$ cat src/rtl/axis_uart_frame_parser.sv
// Byte-stream frame parser: SOF, LEN, payload, XOR checksum. The payload is forwarded as an
// AXI-stream packet, and every started packet is closed with tlast, including on an abort.
module axis_uart_frame_parser #(
  parameter logic [7:0]  SOF_BYTE       = 8'hA5,
  parameter int unsigned TIMEOUT_CYCLES = 100_000
) (
  input  logic       aclk,
  input  logic       areset,
  input  logic [7:0] s_axis_tdata,
  input  logic       s_axis_tvalid,
  output logic       s_axis_tready,
  input  logic       rx_err_pulse,
  output logic [7:0] m_axis_tdata,
  output logic       m_axis_tvalid,
  input  logic       m_axis_tready,
  output logic       m_axis_tlast,
  output logic       m_axis_tuser,
  output logic       frame_ok,
  output logic       frame_err,
  output logic [1:0] err_code
);
  localparam int            TW       = $clog2(TIMEOUT_CYCLES);
  localparam logic [TW-1:0] TMO_LAST = TW'(TIMEOUT_CYCLES - 1);
  localparam logic [1:0]    ERR_CSUM = 2'b01;
  localparam logic [1:0]    ERR_TMO  = 2'b10;
  localparam logic [1:0]    ERR_LINE = 2'b11;

  typedef enum logic [1:0] {ST_IDLE, ST_LEN, ST_PAYLOAD, ST_CSUM} state_t;
  state_t state, state_nxt;

  logic [7:0]    cnt, csum;
  logic [TW-1:0] tmo_cnt;
  logic [7:0]    out_data;
  logic          out_last, out_user, out_full, out_hold;
  logic          got_payload, term_pending;
  logic          s_ready, accept, pop, in_frame, tmo_hit, abort;
  logic [1:0]    abort_code;

  assign m_axis_tvalid = out_full && !out_hold;
  assign m_axis_tdata  = out_data;
  assign m_axis_tlast  = out_last;
  assign m_axis_tuser  = out_user;
  assign s_axis_tready = s_ready && !areset;
  assign pop           = m_axis_tvalid && m_axis_tready;
  assign in_frame      = (state != ST_IDLE);
  assign tmo_hit       = (tmo_cnt == TMO_LAST);

  // NOTE: sequential state uses non-blocking assignments so every flop samples pre-edge values.
  always_ff @(posedge aclk) begin
    if (areset) state <= ST_IDLE;
    else        state <= state_nxt;
  end

  // NOTE: every variable gets a default first, so no path through this block can infer a latch.
  always_comb begin
    state_nxt  = state;
    s_ready    = 1'b0;
    abort      = 1'b0;
    abort_code = ERR_LINE;
    if (!term_pending) begin
      if (state == ST_PAYLOAD) s_ready = !out_full || pop;
      else                     s_ready = 1'b1;
    end
    accept = s_axis_tvalid && s_ready;
    // A line error beats a byte accepted in the same cycle; an accepted byte beats the timeout.
    if (in_frame && rx_err_pulse) begin
      abort      = 1'b1;
      abort_code = ERR_LINE;
    end else if (in_frame && tmo_hit && !accept) begin
      abort      = 1'b1;
      abort_code = ERR_TMO;
    end
    if (abort) begin
      state_nxt = ST_IDLE;
    end else if (accept) begin
      unique case (state)
        ST_IDLE:    if (s_axis_tdata == SOF_BYTE) state_nxt = ST_LEN;
        ST_LEN:     state_nxt = (s_axis_tdata == 8'd0) ? ST_CSUM : ST_PAYLOAD;
        ST_PAYLOAD: if (cnt == 8'd1) state_nxt = ST_CSUM;
        ST_CSUM:    state_nxt = ST_IDLE;
      endcase
    end
  end

  always_ff @(posedge aclk) begin
    if (areset) begin
      cnt          <= '0;
      csum         <= '0;
      tmo_cnt      <= '0;
      out_data     <= '0;
      out_last     <= 1'b0;
      out_user     <= 1'b0;
      out_full     <= 1'b0;
      out_hold     <= 1'b0;
      got_payload  <= 1'b0;
      term_pending <= 1'b0;
      frame_ok     <= 1'b0;
      frame_err    <= 1'b0;
      err_code     <= '0;
    end else begin
      frame_ok  <= 1'b0;
      frame_err <= 1'b0;

      if (!in_frame || accept || abort)   tmo_cnt <= '0;
      else if (!s_axis_tvalid)            tmo_cnt <= tmo_cnt + TW'(1);

      if (pop) begin
        out_full     <= 1'b0;
        term_pending <= 1'b0;
      end

      if (abort) begin
        frame_err   <= 1'b1;
        err_code    <= abort_code;
        got_payload <= 1'b0;
        if (got_payload) begin
          // Close the open packet: retag the resident byte, or inject an empty bad beat.
          term_pending <= 1'b1;
          out_last     <= 1'b1;
          out_user     <= 1'b1;
          out_hold     <= 1'b0;
          if (!(out_full && !pop)) begin
            out_data <= 8'h00;
            out_full <= 1'b1;
          end
        end
      end else if (accept) begin
        unique case (state)
          ST_IDLE: begin
            if (s_axis_tdata == SOF_BYTE) begin
              csum        <= '0;
              got_payload <= 1'b0;
            end
          end
          ST_LEN: begin
            cnt  <= s_axis_tdata;
            csum <= s_axis_tdata;
          end
          ST_PAYLOAD: begin
            out_data    <= s_axis_tdata;
            out_last    <= 1'b0;
            out_user    <= 1'b0;
            out_full    <= 1'b1;
            out_hold    <= (cnt == 8'd1);
            csum        <= csum ^ s_axis_tdata;
            cnt         <= cnt - 8'd1;
            got_payload <= 1'b1;
          end
          ST_CSUM: begin
            if (out_hold) begin
              out_hold <= 1'b0;
              out_last <= 1'b1;
              out_user <= (s_axis_tdata != csum);
            end
            if (s_axis_tdata == csum) begin
              frame_ok <= 1'b1;
            end else begin
              frame_err <= 1'b1;
              err_code  <= ERR_CSUM;
            end
          end
        endcase
      end
    end
  end
endmodule

$ cat config.mk
export PLATFORM = sky130hd
export DESIGN_NAME = axis_uart_frame_parser
export DESIGN_NICKNAME = d
export VERILOG_FILES = /design/src/rtl/axis_uart_frame_parser.sv
export SDC_FILE = /design/constraint.sdc
export NUM_CORES = 1
export LEC_CHECK = 0
export CAP_MARGIN = 10
export CELL_PAD_IN_SITES_DETAIL_PLACEMENT = 0
export CELL_PAD_IN_SITES_GLOBAL_PLACEMENT = 1
export CORE_ASPECT_RATIO = 1.25
export CORE_MARGIN = 2
export CORE_UTILIZATION = 36
export CTS_CLUSTER_SIZE = 14
export DETAILED_ROUTE_END_ITERATION = 16
export PLACE_DENSITY_LB_ADDON = 0.1
export SYNTH_ARGS = -nofsm -noshare
export SYNTH_HDL_FRONTEND = slang
export SYNTH_SLANG_ARGS = --single-unit
$ cat constraint.sdc
create_clock -name aclk -period 2.75 [get_ports aclk]
set_input_delay 0.4125 -clock aclk [delete_from_list [all_inputs] [get_ports aclk]]
set_output_delay 0.4125 -clock aclk [all_outputs]
set_load 0.02 [all_outputs]
==> impl_metrics.csv <==
group,metric,value,unit
floorplanning,dieArea,0.00844,mm²
floorplanning,num_rows,35,
floorplanning,num_io_pins,29,
logic_synthesis,ys_async_sr_fraction,0,%
sta,finalWorstPathRequiredPeriod,2.51,ns
status,outcome,"finished, final reports clean",
clock_network,postCtsSetupRepairBufs,0,
power_and_ir_drop,ir_drop,0.000247,V
drt,drt_iter0_drc,97,
grt,grt_overflow,0,
placement,hpwl,5110,µm
worst_setup_path,path_cells,"inv_1 -> ha_1 -> a31oi_1 -> nor2b_1 -> clkdlybuf4s50_1",
min_path,min_path_type,"reg2reg",
grt,grt_max_degree,39,
final_layout,syn_to_final_growth,20.1,%
clock_network,cts_buffers,5,
power_and_ir_drop,p_leak,1.12,nW
final_layout,drive_above_1_share,8.89,%
power_and_ir_drop,p_per_area,395,mW/mm²
logic_synthesis,yosysSeqAreaShare,38.2,%
floorplanning,core-area,0.00744,mm²
sta,fin_skew,0.00904,ns
worst_setup_path,cp-start-kind,"flip-flop",
logic_synthesis,synth_top_area_share,38.2,%
clock_network,cts_root_buf,"clkbuf_8",
clock_network,cts_tree,"built",
clock_network,htreeDepth,2,
final_layout,fin_cells,463,
sta,rsz0062_at_grt,"no",
final_layout,n_antenna_cell,0,
logic_synthesis,synthCells,332,
drt,dr_total_vias,2479,
sta,worst_pin_slew,0.682,ns
worst_setup_path,reg2regPathDepth,5,
min_path,hold_depth,2,
logic_synthesis,synth.distinct_cells,52,
min_path,min_to,"m_axis_tdata[4]$_SDFFE_PP0P_",
clock_network,clk_pin_slew_worst_paths,0.10,ns
placement,numPortBuffers,28,
logic_synthesis,synth_area_leader_cell,"dfxtp_1",
clock_network,clock_sinks,53,
worst_setup_path,max_stage_delay,0.64,ns
min_path,hold_path.startpoint,"m_axis_tdata[4]$_SDFFE_PP0P_",
worst_setup_path,cp-end-kind,"output pin",
drt,drtAntennaViolNets,0,
clock_network,clk_path_buf_depth,2,
logic_synthesis,ys_ff_latch,53,
worst_setup_path,cp.arrival,2.09,ns
logic_synthesis,syn-mean-instance-area,8.37,µm²
sta,fin_crit_sh,91.2,%
logic_synthesis,synth_nets,352,
grt,grt_use_total,18.5,%
logic_synthesis,synth_area_leaders,"dfxtp_1 38%, nor2_1 4.5%, xor2_1 4.4%",
logic_synthesis,yosysMostFrequentCell,"dfxtp_1",
sta,fmax,399,MHz
final_layout,nets,390,
logic_synthesis,netlist_top_cells_count,"53 x dfxtp_1, 33 x nor2_1, 32 x nand2_1, 20 x a21oi_1, 18 x nand3_1",
worst_setup_path,r2r_start,"tmo_cnt[12]$_SDFFE_PP0N_",
drt,route.detailed.drc,0,
logic_synthesis,synthFlopType,"dfxtp_1",
grt,grt_pass1_wl,11800,µm
grt,antenna_found_initial,0,
sta,maxSlewViolCount,0,
logic_synthesis,synth_edf_count,0,
placement,dp.cells,455,
sta,setup_viol,0,
drt,wire_per_inst,15.6,µm
drt,first_pass_iters,4,
placement,gp_congestion,0.732,
grt,first_global_vias,2441,
floorplanning,die_w,82.6,µm
worst_setup_path,crit_required,2.34,ns
sta,hold_violations,0,
job,maxCapViolations,0,
clock_network,cts_hold_buf,0,
logic_synthesis,yosys_warnings,0,
logic_synthesis,synth_area,0.00278,mm²
worst_setup_path,rrSetupSlack,0.35,ns
sta,tns,0,ns
sta,slew-limit-headroom,54.1,%
clock_network,cts.repair.resized,0,
worst_setup_path,worst_path_max_delay_cell,"clkdlybuf4s50_1",
clock_network,insertion_delay,0.31,ns
drt,vias_per_cell,5.35,
floorplanning,die_y,102,µm
worst_setup_path,reg2reg_to,"m_axis_tdata[1]$_SDFFE_PP0P_",
worst_setup_path,critPathKind,"reg2out",
drt,drt_wl_total,7230,µm
floorplanning,start_util,37.3,%
worst_setup_path,cp_max_fo,5,
-- area by class of cell --
type,instances,area (µm²)
Clock buffer,6,72.6
Multi-Input combinational cell,255,1630
Clock inverter,2,13.8
Timing Repair Buffer,46,415
Tap cell,92,115
Fill cell,763,4110
Inverter,9,33.8
Sequential cell,53,1060
-- where the power goes --
| group | total, mW | switching, mW | leakage [nW] | internal [mW] |
|---|---|---|---|---|
| combinational | 0.0885 | 0.0484 | 0.645 | 0.0402 |
| sequential | 0.769 | 0.00101 | 0.427 | 0.768 |
| clock | 0.460 | 0.278 | 0.0456 | 0.183 |
-- critical path, delay by kind of cell, from the launching register on --
kind	cells	cell delay, ns
compound gates	1	0.18
fa+ha+maj	1	0.28
buf+inv	2	0.73
flops	1	0.42
simple gates	1	0.16
-- flip-flops by register name, indices dropped and copies added, names as in the netlist, 2 cells and up --
name / count
err_code: 2
m_axis_tdata: 8
csum: 8
tmo_cnt: 17
state: 2
cnt: 8
-- worst max-delay path by stage --
stage / startpoint / to / slack, ns
6_report: state[0]$_SDFFE_PP0P_ / s_axis_tready / 0.24
5_1_grt: state[0]$_SDFFE_PP0P_ / s_axis_tready / 0.08
4_1_cts: state[0]$_SDFFE_PP0P_ / s_axis_tready / 0.22
3_5_place_dp: s_axis_tdata[4] / state[0]$_SDFFE_PP0P_ / 0.17
3_3_place_gp: s_axis_tdata[6] / state[0]$_SDFFE_PP0P_ / 0.19
2_1_floorplan: tmo_cnt[5]$_SDFFE_PP0N_ / m_axis_tdata[0]$_SDFFE_PP0P_ / 0.60
-- layer usage --
layer  GRT usage [%]  routed length, µm
met3            2.92                283
met1            23.6               3180
met4            5.42                107
met5               0                  0
met2            32.0               3650
-- kinds of logic (layout without fill, tap and decap cells) --
| kind of cell | count (synthesis) | after routing | synth area share [%] |
|---|---|---|---|
| AND/OR/NAND/NOR | 148 | 148 | 27.6 |
| AO/OA/AOI/OAI | 72 | 72 | 18.6 |
| flip-flops | 53 | 53 | 38.2 |
| XOR/XNOR | 24 | 24 | 7.56 |
| buffers and inverters | 24 | 63 | 3.33 |
| adder cells (fa/ha/maj) | 7 | 7 | 3.15 |
| multiplexers | 4 | 4 | 1.53 |
-- through the flow --
step	power (mW)	hold slack, ns	cell area [µm²]	setup slack [ns]	util (%)
6_report	1.32	0.470	3340	0.243	44.8
5_1_grt	1.37	0.491	3340	0.0791	44.8
4_1_cts	1.34	0.474	3340	0.216	44.8
3_5_place_dp	0.876	0.458	3250	0.165	43.7
3_3_place_gp	0.876	0.453	3250	0.186	43.7
2_1_floorplan	0.823	0.445	2780	0.597	-
-- cells in the final DEF, fill, tap and decap left out, types with 7 or more instances in the layout --
master,count
inv_1,9
o21ai_0,7
nand2b_1,12
ha_1,7
nor2_1,33
nor3_1,8
nand3_1,18
o2bb2ai_1,8
xor2_1,14
buf_4,18
nor2b_1,11
dfxtp_1,53
clkdlybuf4s50_1,28
xnor2_1,10
nand2_1,32
a21oi_1,20
a22o_1,8
(Power assumes the default switching activity.)
